## src/rtl/ber_test_ctrl.sv

```systemverilog
// BER test sequencer: enables the BER monitor, waits for sync, accumulates
// per-window error counts over NUM_WIN windows and reports a pass/fail verdict.
module ber_test_ctrl #(
  parameter int unsigned SYNC_TIMEOUT = 1024,
  parameter int unsigned NUM_WIN      = 16,
  parameter int unsigned ACC_W        = 16
) (
  input  logic             clk_390p625M,
  input  logic             rst_n,
  input  logic             start,
  input  logic             abort,
  input  logic [ACC_W-1:0] threshold,
  input  logic             mon_sync_ready,
  input  logic [9:0]       mon_err_count,
  input  logic             mon_win_done,
  output logic             mon_en,
  output logic             busy,
  output logic             done,
  output logic             pass,
  output logic             sync_fail,
  output logic [ACC_W-1:0] err_total,
  output logic [4:0]       win_count
);

  localparam logic [1:0] S_IDLE    = 2'd0;
  localparam logic [1:0] S_SYNC    = 2'd1;
  localparam logic [1:0] S_MEASURE = 2'd2;
  localparam logic [1:0] S_FINISH  = 2'd3;

  localparam int unsigned TW    = (SYNC_TIMEOUT > 1) ? $clog2(SYNC_TIMEOUT) : 1;
  localparam int unsigned SUM_W = ((ACC_W > 10) ? ACC_W : 10) + 1;

  logic [1:0]       state;
  logic [TW-1:0]    timer;
  logic             discard;
  logic [ACC_W-1:0] thr_q;
  logic [SUM_W-1:0] sum;
  logic [ACC_W-1:0] acc_next;
  logic [4:0]       win_next;

  // Saturating add: any carry beyond ACC_W bits clamps to all-ones.
  always_comb begin
    sum      = SUM_W'(err_total) + SUM_W'(mon_err_count);
    acc_next = (|(sum >> ACC_W)) ? '1 : sum[ACC_W-1:0];
    win_next = win_count + 5'd1;
  end

  always_ff @(posedge clk_390p625M or negedge rst_n) begin
    if (!rst_n) begin
      state     <= S_IDLE;
      mon_en    <= 1'b0;
      busy      <= 1'b0;
      done      <= 1'b0;
      pass      <= 1'b0;
      sync_fail <= 1'b0;
      err_total <= '0;
      win_count <= '0;
      timer     <= '0;
      discard   <= 1'b0;
      thr_q     <= '0;
    end else begin
      done <= 1'b0;
      case (state)
        S_IDLE: begin
          if (start && !abort) begin
            state     <= S_SYNC;
            mon_en    <= 1'b1;
            busy      <= 1'b1;
            pass      <= 1'b0;
            sync_fail <= 1'b0;
            err_total <= '0;
            win_count <= '0;
            timer     <= '0;
            discard   <= 1'b1;
            thr_q     <= threshold;
          end
        end
        S_SYNC: begin
          timer <= timer + 1'b1;
          if (abort) begin
            state  <= S_IDLE;
            mon_en <= 1'b0;
            busy   <= 1'b0;
            pass   <= 1'b0;
          end else if (mon_sync_ready) begin
            state <= S_MEASURE;
          end else if (timer == TW'(SYNC_TIMEOUT - 1)) begin
            state     <= S_FINISH;
            mon_en    <= 1'b0;
            done      <= 1'b1;
            sync_fail <= 1'b1;
            pass      <= 1'b0;
          end
        end
        S_MEASURE: begin
          if (abort) begin
            state  <= S_IDLE;
            mon_en <= 1'b0;
            busy   <= 1'b0;
            pass   <= 1'b0;
          end else if (!mon_sync_ready) begin
            state     <= S_FINISH;
            mon_en    <= 1'b0;
            done      <= 1'b1;
            sync_fail <= 1'b1;
            pass      <= 1'b0;
          end else if (mon_win_done) begin
            // The first window after sync straddles pre-sync traffic.
            if (discard) begin
              discard <= 1'b0;
            end else begin
              err_total <= acc_next;
              win_count <= win_next;
              if (win_next == 5'(NUM_WIN)) begin
                state  <= S_FINISH;
                mon_en <= 1'b0;
                done   <= 1'b1;
                pass   <= (acc_next <= thr_q);
              end
            end
          end
        end
        S_FINISH: begin
          state  <= S_IDLE;
          mon_en <= 1'b0;
          busy   <= 1'b0;
          if (abort) pass <= 1'b0;
        end
        default: begin
          state  <= S_IDLE;
          mon_en <= 1'b0;
          busy   <= 1'b0;
        end
      endcase
    end
  end

endmodule

```

## config.mk

```make
export PLATFORM = sky130hd
export DESIGN_NAME = ber_test_ctrl
export DESIGN_NICKNAME = d
export VERILOG_FILES = /design/src/rtl/ber_test_ctrl.sv
export SDC_FILE = /design/constraint.sdc
export NUM_CORES = 1
export LEC_CHECK = 0
export BUFFER_PORTS_ARGS = -buffer_cell sky130_fd_sc_hd__buf_2
export CAP_MARGIN = 10
export CORE_MARGIN = 10
export CORE_UTILIZATION = 41
export CTS_CLUSTER_SIZE = 14
export DETAILED_ROUTE_END_ITERATION = 6
export GPL_TIMING_DRIVEN = 0
export PLACE_DENSITY_LB_ADDON = 0.05
export SYNTH_ARGS = -nofsm -noshare
export SYNTH_HDL_FRONTEND = slang
export SYNTH_SLANG_ARGS = --single-unit
```

## constraint.sdc

```tcl
create_clock -name clk_390p625M -period 4.45 [get_ports clk_390p625M]
set_input_delay 0 -clock clk_390p625M [delete_from_list [all_inputs] [get_ports clk_390p625M]]
set_output_delay 0 -clock clk_390p625M [all_outputs]
set_load 0.01 [all_outputs]
```

==> results.yml, run 1 <==
timing:
  grt_setup_unrepaired: "false"
  hold_viol: 0
  worstMarginPinSlew_ps: 568.5
  setup_slack_ps: 395.3
  finalSetupTns_ps: 0
  timing.hold.ws_ps: 59.06
  min_period_over_period_pct: 91.12
  final_max_slew_viol_count: 0
  relSlewSlack_pct: 61.02
  max_freq_ghz: 0.2466
  fin_crit_ps: 4055
  setup_viol: 0
  final.setup_skew_ps: 2.916
global_route:
  busiest_layer: "met2"
  grt_overflow_total: 0
  grt_pass1_vias: 3092
  gr-usage-met3_pct: 3.045
  met1_usage_pct: 17.67
  antenna_found_initial: 0
  met2_usage_pct: 23.79
  grt_pass1_wl_um: 15050
  grt_max_degree: 34
  grt_usage_pct: 14.03
routing:
  first_pass_iters: 4
  drtAntennaViolNets: 0
  routed_wl_um: 8903
  vias: 3009
  drt_iter0_drc: 122
  drcViolationCount: 0
  viasPerCell: 5.251
  avgRoutedWirePerCell_um: 15.54
clock_network:
  clock-sinks: 55
  h-tree-depth: 2
  clkSlewWorstSetupHoldPaths_ps: 100
  cts_resized: 0
  insertion_delay_ps: 310
  cts_buffers: 5
  cts_root_buf: "clkbuf_8"
  clockBufferDepth: 2
  cts_tree: "yes"
critical_path:
  critPathCaptureType: "register"
  reg2reg_from: "err_total[0]"
  worstPathMaxFanout: 10
  rr_worst_depth: 14
  r2r_setup_slack_ps: 400
  start_kind: "register"
  crit_required_ps: 4660
  timing.rr.end: "pass"
  worstPathArrival_ps: 4260
  criticalPathCategory: "reg2reg"
synth:
  synth.net_count: 447
  synth-seq-area-share_pct: 38.18
  async_reset_ff_share_pct: 100.0
  ys_ff_latch: 55
  synthDistinctLibCells: 52
  ys_warn_count: 0
  synthCells: 382
  synth.avg_cell_area_um2: 9.436
  syn_area_um2: 3605
  ys.flop_type: "dfrtp_1"
  synth_edf_count: 0
power:
  ir_drop_uv: 209.4
  pwr-share-clk_pct: 13.5
  swShare_pct: 41.87
  internal_power_mw: 1.252
  p_leak_nw: 2.111
  p_seq_share_pct: 35.6
  p_switching_uw: 901.4
  powerDensity_nw_per_um2: 500.2
  comb_power_share_pct: 50.8
placement:
  dp_cells: 548
  portBuffers: 57
  dpl.hpwl_um: 6913
  routabilityCongestion: 0.7938
  pre_cts_ws_ps: 425.9
final_layout:
  instances_no_fill: 573
  area.growth.synth_to_final_pct: 19.40
  n_antenna_cell: 0
  fin_nets: 529
  final_layout_size_suffix_gt1_share_pct: 20.43
floorplan:
  dieArea_um2: 12940
  io_pins: 58
  num_rows: 34
  initial_utilization_pct: 41.74
  fp.dieW_um: 113.8
  core_um2: 8636
  dieHeight_um: 113.8
run_status:
  outcome: "finished clean"
hold_path:
  hold_class: "in2reg"
  min-delay-start: "start"
  whs_path_depth: 3
  hold_end: "discard"
run:
  maxCapViolations: 0
-- per-layer routing --
metal | routed length (µm) | part of all wire, % | vias up
met5 | 0 | 0 | -
met4 | 84 | 0.94 | 0
met3 | 364 | 4.1 | 6
met2 | 4240 | 48 | 58
met1 | 4214 | 47 | 1404
li1 | - | - | 1541
-- area by class of cell --
cell class                      instances  area, µm²
Tap cell                              108      135.1
Multi-Input combinational cell        289       2077
Timing Repair Buffer                   75      475.5
Fill cell                             844       4332
Buffer                                 11      50.05
Clock buffer                            6      72.57
Clock inverter                          2      16.27
Inverter                               27      101.3
Sequential cell                        55       1376
-- critical path, stage by stage, from the launching register on --
cell	delay, ps
dfrtp_1	440
ha_1	230
fa_1	400
a21o_1	230
a221oi_2	340
a21oi_2	180
o2111ai_2	290
buf_4	240
nand2_1	120
ha_1	320
a21oi_1	140
a21boi_0	100
o31a_1	300
o41a_1	360
o41ai_1	260
-- placed cells by master, fill, tap and decap left out, types with 14 or more instances in the layout --
cell type      count
buf_2             61
dfrtp_1           55
nand2_1           38
ha_1              32
nor2_1            29
inv_1             27
a21oi_1           25
mux2_2            19
o21ai_0           17
dlygate4sd3_1     17
a22o_1            14
-- logic make-up (layout without fill, tap and decap cells) --
group           count (synthesis)  count (layout)  share of synthesized area [%]
buf+inv                        38             121                          4.200
fa+ha+maj                      33              33                          11.66
xor+xnor                       17              17                          4.131
mux                            23              23                          7.046
flops                          55              55                          38.18
compound gates                 99              99                          19.26
simple gates                  117             117                          15.52
-- metrics by stage --
stage	total power, mW	utilization [%]	area [µm²]
2_1_floorplan	1.558	-	3605
5_1_grt	2.361	49.84	4304
4_1_cts	2.185	49.84	4304
3_5_place_dp	1.872	46.84	4045
6_report	2.153	49.84	4304
3_3_place_gp	1.849	46.61	4025
-- worst max path at each step --
stage                       from  endpoint  slack [ps]  depth (start not counted)
floorplan           err_total[0]      pass         930                         14
global placement    err_total[0]      pass         470                         14
detailed placement  err_total[0]      pass         430                         14
CTS                 err_total[0]      pass         380                         14
global route        err_total[0]      pass         170                         14
finish              err_total[0]      pass         400                         14
-- power by group through the flow --
stage | registers [mW] | logic, mW | clock network, mW
floorplan | 0.773 | 0.785 | 0
global placement | 0.775 | 1.07 | 0
detailed placement | 0.778 | 1.09 | 0
CTS | 0.768 | 1.11 | 0.305
global route | 0.790 | 1.25 | 0.320
finish | 0.767 | 1.09 | 0.291
-- state kept, by name, indices dropped and copies added, names as in the netlist --
signal,flops
busy,1
discard,1
done,1
err_total,16
mon_en,1
pass,1
state,2
sync_fail,1
thr_q,16
timer,10
win_count,5
-- synth_stat cells (2+ instances only) --
library cell / count / area [µm²]
and4_1: 2 / 17.52
nor2b_1: 4 / 25.02
nand3b_1: 3 / 22.52
buf_2: 4 / 20.02
and3_1: 2 / 12.51
nor2_1: 29 / 108.9
nand2b_1: 5 / 31.28
mux2i_1: 4 / 40.04
a21oi_1: 25 / 125.1
inv_1: 27 / 101.4
o22a_1: 2 / 17.52
a211oi_1: 2 / 15.01
o211ai_1: 2 / 15.01
and2_1: 3 / 18.77
nand4_1: 7 / 43.79
xor2_1: 8 / 70.07
xnor2_1: 9 / 78.83
a21boi_0: 2 / 15.01
ha_1: 32 / 400.4
clkbuf_1: 6 / 22.52
o31a_1: 3 / 26.28
dfrtp_1: 55 / 1376
a21o_1: 7 / 52.55
o41ai_1: 2 / 17.52
o21ai_0: 17 / 85.08
mux2_2: 19 / 214.0
nand3_1: 13 / 65.06
a31oi_1: 4 / 25.02
o31ai_1: 3 / 22.52
o21ai_1: 2 / 10.01
nand2_1: 38 / 142.6
nor3_1: 5 / 25.02
a22o_1: 14 / 122.6
nor3b_1: 4 / 30.03
-- repair_timing --
item / CTS / global route
hold buffers: 17 / 0
hold endpoints to repair: 38 / 0
setup buffers: 0 / 0
Power figures use the tool's default switching activity.
==> run 2, diff against run 1 <==
Settings changed: ABC_AREA set to 1, BUFFER_PORTS_ARGS -buffer_cell sky130_fd_sc_hd__buf_2 to -buffer_cell sky130_fd_sc_hd__buf_4.
Clock period 4.45 ns to 3.4 ns, I/O delays scaled along.
==> results.yml, run 2 <==
power:
  swShare_pct: 44.44
  internal_power_mw: 1.628
  p_seq_share_pct: 33.4
  pwr-share-clk_pct: 13.6
  p_leak_nw: 2.571
  powerDensity_nw_per_um2: 613.0
  comb_power_share_pct: 53.0
  power_mw: 2.931
  p_switching_mw: 1.302
  ir_drop_uv: 359.2
synth:
  synthAdderAreaFrac_pct: 10.72
  yosys.area.top_type: "dfrtp_1"
  netlist_top_cells_area: "dfrtp_1 (35%), nand2_1 (14%), ha_1 (10%)"
  muxShareOfSynthArea_pct: 0.2872
  ys.flop_type: "dfrtp_1"
  synth_edf_count: 0
  async_reset_ff_share_pct: 100.0
  netlist.area_leader.share_pct: 35.10
  synthXorXnorAreaFrac_pct: 1.340
  synthDistinctLibCells: 44
  synth.net_count: 589
  synthCells: 524
  synth-seq-area-share_pct: 35.10
  synth-simple-area-share_pct: 34.27
  synth_compound_area_share_pct: 9.509
  ys_top_cells_by_count: "nand2_1 (145), inv_1 (67), dfrtp_1 (55), nor2_1 (51), a21oi_1 (34)"
  ys_warn_count: 0
  ys_ff_latch: 55
  syn_area_um2: 3921
  synth.most_common_cell: "nand2_1"
  synth_top_family_by_area: "simple AND/OR/NAND/NOR gates"
  synth.avg_cell_area_um2: 7.483
timing:
  timing.hold.ws_ps: 39.95
  max_freq_ghz: 0.3347
  finalSetupTns_ps: 0
  min_period_over_period_pct: 87.87
  grt_setup_unrepaired: "false"
  fin_crit_ps: 2988
  hold_viol: 0
  final.setup_skew_ps: 8.785
  setup_slack_ps: 412.4
  worstMarginPinSlew_ps: 703.6
  final_max_slew_viol_count: 0
  relSlewSlack_pct: 53.09
  setup_viol: 0
final_layout:
  n_antenna_cell: 0
  seq_area_um2: 1376
  reg_top3: "err_total x16, thr_q x16, timer x10"
  instances_no_fill: 735
  utilization_pct: 51.50
  final_area_um2: 4781
  final_common_cell: "nand2_1"
  multiInputGateArea_um2: 2201
  final_layout_size_suffix_gt1_share_pct: 20.13
  area.growth.synth_to_final_pct: 21.92
  fillers: 942
  fin_nets: 670
  layout_common_cells: "nand2_1 (145), inv_1 (67), buf_4 (57)"
floorplan:
  dieArea_um2: 13880
  io_pins: 58
  initial_utilization_pct: 42.24
  core_um2: 9284
  num_rows: 35
  dieHeight_um: 117.8
  fp.dieW_um: 117.8
critical_path:
  crit_path_start: "err_total[0]"
  r2r_setup_slack_ps: 410
  rr_worst_depth: 21
  crit_path_end: "pass"
  worstPathMaxFanout: 10
  timing.rr.end: "pass"
  critPathCaptureType: "register"
  crit_required_ps: 3650
  reg2reg_from: "err_total[0]"
  worstPathArrival_ps: 3230
  criticalPathCategory: "reg2reg"
  start_kind: "register"
clock_network:
  clkSlewWorstSetupHoldPaths_ps: 100
  insertion_delay_ps: 310
  hold_buffers: 17
  postCtsSetupBuffers: 0
  cts_root_buf: "clkbuf_8"
  cts_tree: "yes"
  h-tree-depth: 2
  clockBufferDepth: 2
  cts_resized: 0
  clock-sinks: 55
  cts_buffers: 5
run_status:
  outcome: "finished clean"
global_route:
  grt_pass1_wl_um: 16990
  grt_max_degree: 56
  grt_usage_pct: 14.35
  grt_overflow_total: 0
  antenna_found_initial: 0
  grt_pass1_vias: 3622
routing:
  drcViolationCount: 0
  drt_iter0_drc: 120
  vias: 3509
  drtAntennaViolNets: 0
  viasPerCell: 4.774
  avgRoutedWirePerCell_um: 13.29
  first_pass_iters: 4
  routed_wl_um: 9769
placement:
  dpl_cell_area_um2: 4511
  dpl.hpwl_um: 7737
  dp_cells: 710
  portBuffers: 57
  pre_cts_ws_ps: 396.0
  routabilityCongestion: 0.8238
hold_path:
  hold_class: "in2reg"
run:
  maxCapViolations: 0
## run 2: area by class of cell
class	count	area share, %
plain buffers	8	1.178
clock buffers	8	2.094
inverters	76	6.019
multi-input cells	385	46.04
flip-flops and latches	55	28.79
well taps	129	3.376
repair buffers	74	12.51
## run 2: kinds of logic after synthesis
group                      count (synthesis)
muxes                                      1
DFF                                       55
buffers and inverters                     84
xor gates and xnor gates                   6
and+or+nand+nor                          277
AOI/OAI and AO/OA                         68
adders and majority gates                 33
## run 2: how the worst min path moves through the flow
stage | endpoint | depth (start not counted) | slack [ps] | start
floorplan | busy | 0 | -300 | rst_n
global route | done | 4 | 40 | mon_sync_ready
CTS | done | 4 | 40 | mon_sync_ready
detailed placement | timer[3] | 1 | 120 | rst_n
global placement | timer[3] | 1 | 110 | rst_n
finish | done | 4 | 40 | mon_sync_ready
## run 2: per-layer routing
metal | GRT usage [%] | wire, µm
met2 | 25.31 | 4757
met5 | 0 | 0
met4 | 2.782 | 65
met1 | 17.96 | 4635
met3 | 2.302 | 310
## run 2: power groups by stage
stage / Combinational (mW) / Sequential [mW] / Clock (mW)
global placement: 1.52 / 0.986 / 0
floorplan: 1.10 / 0.991 / 0
finish: 1.55 / 0.979 / 0.400
detailed placement: 1.55 / 0.992 / 0
CTS: 1.58 / 0.979 / 0.419
global route: 1.80 / 1.01 / 0.446
## run 2: critical path, cell delays in order (launching register included)
cell     delay (ps)
dfrtp_1         410
ha_1            220
fa_1            390
nand2_1         100
nand2_1         110
nand3_2          90
nand2_2          70
nand2_2          70
nand2_4          70
inv_4            70
buf_12          160
nand3_4         110
ha_1            300
nand2_1          70
inv_1            30
o21ai_0         130
a21oi_1          90
nor2_1          140
nand2_1          70
nand2_1          90
nand2_1          60
nand2_1          60
